**src/rtl/astrogenius_pkg.sv**
```systemverilog
// Shared AstroGenius definitions: frame geometry defaults and the
// exibe_frame state encoding.
package astrogenius_pkg;

    localparam int LINHAS_PADRAO  = 16;
    localparam int COLUNAS_PADRAO = 16;

    typedef enum logic [3:0] {
        ST_INICIAL       = 4'd0,
        ST_ESPERA        = 4'd1,
        ST_LE_LINHA      = 4'd2,
        ST_CARREGA       = 4'd3,
        ST_DESLOCA       = 4'd4,
        ST_TRAVA         = 4'd5,
        ST_PROXIMA_LINHA = 4'd6,
        ST_SINALIZA      = 4'd7
    } estado_t;

endpackage

```
**src/rtl/exibe_frame_if.sv**
```systemverilog
// Signal bundle between exibe_frame, the frame memory, the frame generator
// and the serial display driver.
interface exibe_frame_if import astrogenius_pkg::*; #(
    parameter int COLUNAS = COLUNAS_PADRAO
) ();

    logic               fim_gera_frame;
    logic [COLUNAS-1:0] dado_frame;
    logic               le_frame;
    logic [3:0]         endereco_frame;
    logic               dado_serial;
    logic               strobe_serial;
    logic               trava_linha;
    logic [3:0]         linha_ativa;
    logic               ocupado;
    logic               fim_exibe;
    logic [3:0]         db_estado;

    // master is the display controller; slave is its environment.
    modport master (
        input  fim_gera_frame, dado_frame,
        output le_frame, endereco_frame, dado_serial, strobe_serial,
               trava_linha, linha_ativa, ocupado, fim_exibe, db_estado
    );

    modport slave (
        output fim_gera_frame, dado_frame,
        input  le_frame, endereco_frame, dado_serial, strobe_serial,
               trava_linha, linha_ativa, ocupado, fim_exibe, db_estado
    );

endinterface

```
**src/rtl/registrador_deslocamento_linha.sv**
```systemverilog
// Row shift register: parallel load from frame memory, then shifts out
// MSB first with zero fill.
module registrador_deslocamento_linha import astrogenius_pkg::*; #(
    parameter int COLUNAS = COLUNAS_PADRAO
) (
    input  logic               clock,
    input  logic               reset,
    input  logic               carrega,
    input  logic               desloca,
    input  logic [COLUNAS-1:0] dado,
    output logic               msb
);

    logic [COLUNAS-1:0] linha_q;

    // NOTE: sequential state uses non-blocking assignments so every register
    // samples pre-edge values; the async reset sits in the sensitivity list.
    always_ff @(posedge clock or negedge reset) begin
        if (!reset) begin
            linha_q <= '0;
        end else if (carrega) begin
            linha_q <= dado;
        end else if (desloca) begin
            linha_q <= linha_q << 1;
        end
    end

    assign msb = linha_q[COLUNAS-1];

endmodule

```
**src/rtl/exibe_frame.sv**
```systemverilog
// Frame display controller: reads each frame-memory row, shifts it out
// serially, latches it on the display and signals frame completion.
module exibe_frame import astrogenius_pkg::*; #(
    parameter int LINHAS  = LINHAS_PADRAO,
    parameter int COLUNAS = COLUNAS_PADRAO
) (
    input  logic          clock,
    input  logic          reset,
    exibe_frame_if.master bus
);

    // One spare bit so the bit counter can step past COLUNAS-1 without wrapping.
    localparam int              BW           = $clog2(COLUNAS + 1);
    localparam logic [BW-1:0]   BIT_ULTIMO   = BW'(COLUNAS - 1);
    localparam logic [3:0]      LINHA_ULTIMA = 4'(LINHAS - 1);

    estado_t       estado, proximo;
    logic [3:0]    linha;
    logic [BW-1:0] bit_cnt;
    logic          msb;

    always_ff @(posedge clock or negedge reset) begin
        if (!reset) estado <= ST_INICIAL;
        else        estado <= proximo;
    end

    // NOTE: proximo gets a default before the case so no path infers a latch.
    always_comb begin
        proximo = ST_INICIAL;
        case (estado)
            ST_INICIAL:       proximo = ST_ESPERA;
            ST_ESPERA:        proximo = bus.fim_gera_frame ? ST_LE_LINHA : ST_ESPERA;
            ST_LE_LINHA:      proximo = ST_CARREGA;
            ST_CARREGA:       proximo = ST_DESLOCA;
            ST_DESLOCA:       proximo = (bit_cnt == BIT_ULTIMO) ? ST_TRAVA : ST_DESLOCA;
            ST_TRAVA:         proximo = ST_PROXIMA_LINHA;
            ST_PROXIMA_LINHA: proximo = (linha == LINHA_ULTIMA) ? ST_SINALIZA : ST_LE_LINHA;
            ST_SINALIZA:      proximo = ST_ESPERA;
            default:          proximo = ST_INICIAL;
        endcase
    end

    // The row counter only advances when another row follows, so it never wraps.
    always_ff @(posedge clock or negedge reset) begin
        if (!reset) begin
            linha   <= '0;
            bit_cnt <= '0;
        end else begin
            if (estado == ST_ESPERA && bus.fim_gera_frame)
                linha <= '0;
            else if (estado == ST_PROXIMA_LINHA && linha != LINHA_ULTIMA)
                linha <= linha + 4'd1;

            if (estado == ST_CARREGA)
                bit_cnt <= '0;
            else if (estado == ST_DESLOCA)
                bit_cnt <= bit_cnt + BW'(1);
        end
    end

    registrador_deslocamento_linha #(.COLUNAS(COLUNAS)) u_registrador (
        .clock   (clock),
        .reset   (reset),
        .carrega (estado == ST_CARREGA),
        .desloca (estado == ST_DESLOCA),
        .dado    (bus.dado_frame),
        .msb     (msb)
    );

    assign bus.le_frame       = (estado == ST_LE_LINHA);
    assign bus.endereco_frame = linha;
    assign bus.linha_ativa    = linha;
    assign bus.strobe_serial  = (estado == ST_DESLOCA);
    assign bus.dado_serial    = (estado == ST_DESLOCA) && msb;
    assign bus.trava_linha    = (estado == ST_TRAVA);
    assign bus.fim_exibe      = (estado == ST_SINALIZA);
    assign bus.ocupado        = (estado >= ST_LE_LINHA) && (estado <= ST_SINALIZA);
    assign bus.db_estado      = estado;

endmodule

```
**src/flat_wrapper.sv**
```systemverilog
// flat-port wrapper written by rule: the top's interface ports become plain ports
module exibe_frame_flat import astrogenius_pkg::*;
#(
    parameter int LINHAS  = LINHAS_PADRAO,
    parameter int COLUNAS = COLUNAS_PADRAO
)
  (clock, reset, bus_fim_gera_frame, bus_dado_frame, bus_le_frame, bus_endereco_frame, bus_dado_serial, bus_strobe_serial, bus_trava_linha, bus_linha_ativa, bus_ocupado, bus_fim_exibe, bus_db_estado);
  exibe_frame_if #(.COLUNAS(COLUNAS)) bus_i ();
  input  logic clock;
  input  logic reset;
  input wire logic [$bits(bus_i.fim_gera_frame)-1:0] bus_fim_gera_frame;
  input wire logic [$bits(bus_i.dado_frame)-1:0] bus_dado_frame;
  output wire logic [$bits(bus_i.le_frame)-1:0] bus_le_frame;
  output wire logic [$bits(bus_i.endereco_frame)-1:0] bus_endereco_frame;
  output wire logic [$bits(bus_i.dado_serial)-1:0] bus_dado_serial;
  output wire logic [$bits(bus_i.strobe_serial)-1:0] bus_strobe_serial;
  output wire logic [$bits(bus_i.trava_linha)-1:0] bus_trava_linha;
  output wire logic [$bits(bus_i.linha_ativa)-1:0] bus_linha_ativa;
  output wire logic [$bits(bus_i.ocupado)-1:0] bus_ocupado;
  output wire logic [$bits(bus_i.fim_exibe)-1:0] bus_fim_exibe;
  output wire logic [$bits(bus_i.db_estado)-1:0] bus_db_estado;
  assign bus_i.fim_gera_frame = bus_fim_gera_frame;
  assign bus_i.dado_frame = bus_dado_frame;
  assign bus_le_frame = bus_i.le_frame;
  assign bus_endereco_frame = bus_i.endereco_frame;
  assign bus_dado_serial = bus_i.dado_serial;
  assign bus_strobe_serial = bus_i.strobe_serial;
  assign bus_trava_linha = bus_i.trava_linha;
  assign bus_linha_ativa = bus_i.linha_ativa;
  assign bus_ocupado = bus_i.ocupado;
  assign bus_fim_exibe = bus_i.fim_exibe;
  assign bus_db_estado = bus_i.db_estado;
  exibe_frame #(.LINHAS(LINHAS), .COLUNAS(COLUNAS)) u_core (.clock(clock), .reset(reset), .bus(bus_i));
endmodule
```
**config.mk**
```make
export PLATFORM = sky130hd
export DESIGN_NAME = exibe_frame_flat
export DESIGN_NICKNAME = d
export VERILOG_FILES = /design/src/rtl/astrogenius_pkg.sv /design/src/rtl/exibe_frame_if.sv /design/src/rtl/registrador_deslocamento_linha.sv /design/src/rtl/exibe_frame.sv /design/src/flat_wrapper.sv
export SDC_FILE = /design/constraint.sdc
export NUM_CORES = 1
export LEC_CHECK = 0
export ABC_AREA = 1
export CORE_AREA = 2 2 56 58
export DETAILED_ROUTE_END_ITERATION = 6
export DIE_AREA = 0 0 58 60
export PLACE_DENSITY = 0.87
export SYNTH_ARGS = -nofsm -noshare
export SYNTH_HDL_FRONTEND = slang
export SYNTH_SLANG_ARGS = --single-unit
export TNS_END_PERCENT = 10
```
**constraint.sdc**
```tcl
create_clock -name clock -period 2.65 [get_ports clock]
set_input_delay 0.53 -clock clock [delete_from_list [all_inputs] [get_ports clock]]
set_output_delay 0.53 -clock clock [all_outputs]
set_load 0.01 [all_outputs]
```
* Word-level counts from Yosys, hierarchy flattened *
Index checks and enable logic that the tools add are counted.

operators by class
  add/subtract/negate cells = 2
  order comparisons = 2
  eq/ne operators = 10
  multiplexer cells = 10
  reductions and logical operators = 8

operator list
  cell                                                                number
  2-to-1 mux 16 bit                                                   2
  case mux 4 bit (7 select lines)                                     1
  == test 4 x 3 -> 1 bit (second input constant)                      4
  2-to-1 mux 5 bit                                                    2
  == test 4 x 2 -> 1 bit (second input constant)                      2
  2-to-1 mux 4 bit                                                    2
  adder 5 x 1 -> 5 bit (second input constant)                        1
  == test 5 x 4 -> 1 bit (second input constant)                      1
  adder 4 x 1 -> 4 bit (second input constant)                        1
  == test 4 x 1 -> 1 bit (second input constant)                      1
  == test 4 bit (second input constant)                               1
  greater-or-equal comparator 4 x 2 -> 1 bit (second input constant)  1
  less-or-equal comparator 4 x 3 -> 1 bit (second input constant)     1
  logical AND 1 bit                                                   4
  logical NOT 4 bit                                                   1
  inequality test 4 bit (second input constant)                       1
  nonzero test 2 bit                                                  2
  2-to-1 mux 3 bit                                                    1
  2-to-1 mux 2 bit                                                    1
  OR reduction 2 bit                                                  1
  2-to-1 mux 1 bit                                                    1

word-level totals
  register bits = 29
  input port bits = 19
  output and inout port bits = 18
  logic and storage cells = 36

* Logic depth before layout (Yosys ltp) *
  depth in word-level cells = 4
  gate-level depth with buffers = 8
  depth with buffers taken out = 6

* By module *
Synthesis repeated with hierarchy kept, for this count alone.

unflattened totals
  cell total of the unflattened synthesis = 182
  area, all modules = 1475.2 um2

modules (own cells, without submodules)
  module                          instances  cells each  area each (um2)  seq. area each (um2)
  registrador_deslocamento_linha  1          87          759.5            400.4
  exibe_frame                     1          95          715.7            300.3

* Worst setup path before layout *
Ideal clock, no wire load.

  path type = flip-flop to output port
  from = reg u_core.estado[1] (netlist: u_core.bus.db_estado[1])
  to = out bus_strobe_serial
  arrival time = 971 ps
  data required time = 2120 ps
  path slack = 1149 ps
  stages on the path, launching flop included = 5
  buffers on the path = 1
  path through = dfrtp_1 inv_2 nand2_1 nor2_1 buf_4

between the ends
  cells in the longest elaborated chain, start to end = 1

RTL lines
  what                    line                text
  from (decl)             exibe_frame.sv:17   estado_t estado, proximo;
  from (signal assigned)  exibe_frame.sv:24   else estado <= proximo;
  == test 4 x 3 -> 1 bit  exibe_frame.sv:73   assign bus.strobe_serial = (estado == ST_DESLOCA);
  to (decl)               flat_wrapper.sv:16  output wire logic [$bits(bus_i.strobe_serial)-1:0] bus_strobe_serial;

No other way between the ends.

* Worst setup path in the final report *
  from = reg u_core.estado[0] (netlist: u_core.bus.db_estado[0])
  to = out bus_dado_serial

between the ends
  cells in the longest elaborated chain, start to end = 2

RTL lines
  what                    line                text
  == test 4 x 3 -> 1 bit  exibe_frame.sv:74   assign bus.dado_serial = (estado == ST_DESLOCA) && msb;
  logical AND 1 bit       exibe_frame.sv:74
  to (decl)               flat_wrapper.sv:15  output wire logic [$bits(bus_i.dado_serial)-1:0] bus_dado_serial;

No other way between the ends.

==> metrics.txt <==
vias in the first global route approximately 1100; TNS Setup 0 ns; Max-Cap Viols 0; crit path cell chain nor2_2 > nand2_2 > nor2_1 > clkdlybuf4s50_1; Setup violations, final 0; Crit path buffers/inverters 1; Clock Pin Slew Worst Setup and Hold Paths 0.14 ns; CTS root buf clkbuf_4; Syn-to-layout area delta 24.2%; Worst Clk Skew ~0.012 ns; fin crit share between 80% and 90%; crit path DAT roughly 1.8 ns; drt pass-1 iters 4; post-synth top area share between 40 and 50%; cell with the most instances after synthesis nand2_1; routability cong. between 0.8 and 0.9; Detailed Route Iter0 Violations 73; die width between 50 and 60 um; initial antenna violation count 0; Pwr Total around 700 uW; Post-CTS Resized 0; Post-synth EDFFs 0; dominant synthesized flop cell dfrtp_1; Worst path slowest cell dfrtp_1; fill count 260; CTS tree done; CP top delay family flip-flops; n_diodes 0; die area approximately 3500 sq um; largest net degree at the start of global routing 29; hpwl dp ~2100 um; worst-path fanout max 11; # Post-CTS Setup Buffers 0; Total Nets Final ~230; CTS Sinks 28; synth cell count leaders nand2_1 (60), nand3_1 (30), dfrtp_1 (28); crit path from u_core.bus.db_estado[0]$_DFF_PN0_; Synth area leaders dfrtp_1 (48%), nand2_1 (15%), nand3_1 (10%); leak pwr around 0.00088 uW; hold path start u_core.u_registrador.linha_q[4]$_DFFE_PN0P_; IO Count 37; status finished, final reports clean; Synth Instances between 150 and 200; Synthesis Warnings 0; Global Route Usage Sum between 10% and 20%; CTS Hold Buffers Added 0; Die Y about 60 um; Setup crit end kind output port; syn nets 203; pwr/cell area approximately 390 nW/um^2; worst vdd ir roughly 0.24 mV; Final Hold Viols 0; first-pass GRT wire length 5000 um; CP startpoint kind flop; via count between 1000 and 1500; Post-Route WL 2950 um; post-synthesis cell type with the largest combined area dfrtp_1; Hold Path Class flop to flop; Port Buffers 35; synthesized area around 1500 sq um; routed vias/inst a little under 5; worst r2r src u_core.bus.db_estado[2]$_DFF_PN0_; fmax 423 MHz; H-tree Lvls 1; area of the core a little under 3000 sq um; # rows 20; Mean Syn Cell Area 8.04 sq um; minimum clock period approximately 2.4 ns; layout cells sized above 1 slightly above 6%; post-synth cell types 23; Num CTS Buffers 3; unrepaired setup endpoints after global routing no; count of pins over their slew limit 0; WS Path Type flop to output port; Seq cells post-synth 28; max incr delay on CP 0.54 ns; clk_lat worst skew roughly 0.34 ns; DRC viols 0; Clock Path Buffers 2; Routed Antenna Nets 0; Congestion Overflow GR 0; Initial Util 50.1%; async set-reset flop share out of synthesis between 90% and 100%; Critical Path RT between 2 and 2.5 ns; Routed WL per cell 12.1 um; post-synthesis sequential area ratio approximately half
[sequential cells by signal, summed over array words and instances (netlist names)]
register	flops
u_core.bus.db_estado	3
u_core.u_registrador.linha_q	16
u_core.bit_cnt	5
u_core.bus.endereco_frame	4
[per-stage QoR]
step                worst slack, ns  instances  hold WS, ns  util, %  area, sq um
finish                        0.287        244        0.500     62.2         1810
global route                  0.176        244        0.545     62.2         1810
CTS                           0.255        244        0.504     62.2         1810
detailed placement            0.664        240        0.469     61.0         1770
global placement              0.696        240        0.463     61.0         1770
floorplan                      1.15        181        0.234        -         1460
[per-layer routing]
metal | global-route usage (%) | routed length [um]
met1 | 26.6 | 1460
met2 | 30.7 | 1330
met3 | 3.03 | 136
met4 | 6.98 | 22
met5 | 0 | 0
[report_power, final]
part	leakage, uW	total [uW]	switching (uW)	internal, uW
registers	0.000358	437	3.38	433
clock network	0.0000210	214	130	84.3
logic	0.000506	45.4	16.5	28.9
[layout by cell type, fill, tap and decap left out, drive strengths merged]
cell           count
nand3b             1
inv               14
buf                2
o22ai              1
clkdlybuf4s50     35
nand2             62
o21ai              5
nand4              4
dfrtp             28
and3               1
ha                 3
conb               1
xor2               2
clkbuf             4
nor2              15
a21oi              2
nand3             31
[area by class of cell]
type                            count  area [sq um]  area share (%)
Multi-Input combinational cell    128           608            33.7
Tap cell                           33          41.3            2.29
Inverter                           14          55.1            3.05
Timing Repair Buffer               37           365            20.2
Clock buffer                        4          36.3            2.01
Sequential cell                    28           701            38.8
[worst min-delay path, cell delays in order, from the launching register on]
cell,delay [ns]
dfrtp_1,0.37
nand2_1,0.05
nand3_1,0.05
[final timing paths]
kind                            cells past startpoint                                           end  slack (ns)
worst min register to register                      2   u_core.u_registrador.linha_q[4]$_DFFE_PN0P_        0.50
worst min-delay path                                2   u_core.u_registrador.linha_q[4]$_DFFE_PN0P_        0.50
max in group asynchronous                           2                 u_core.bit_cnt[3]$_DFFE_PN0P_        1.84
min in group asynchronous                           2  u_core.u_registrador.linha_q[12]$_DFFE_PN0P_        0.54
worst max register to register                      6                 u_core.bit_cnt[3]$_DFFE_PN0P_        1.17
worst max-delay path                                4                               bus_dado_serial        0.29
[kinds of logic after synthesis]
logic type,count (synthesis),share of synthesized area [%]
AO/OA/AOI/OAI,8,2.84
other,1,0.258
buffers and inverters,25,10.1
flip-flops,28,48.2
adder cells (fa/ha/maj),3,2.58
XOR/XNOR,2,1.20
AND/OR/NAND/NOR,114,34.9
(Power assumes the default switching activity.)
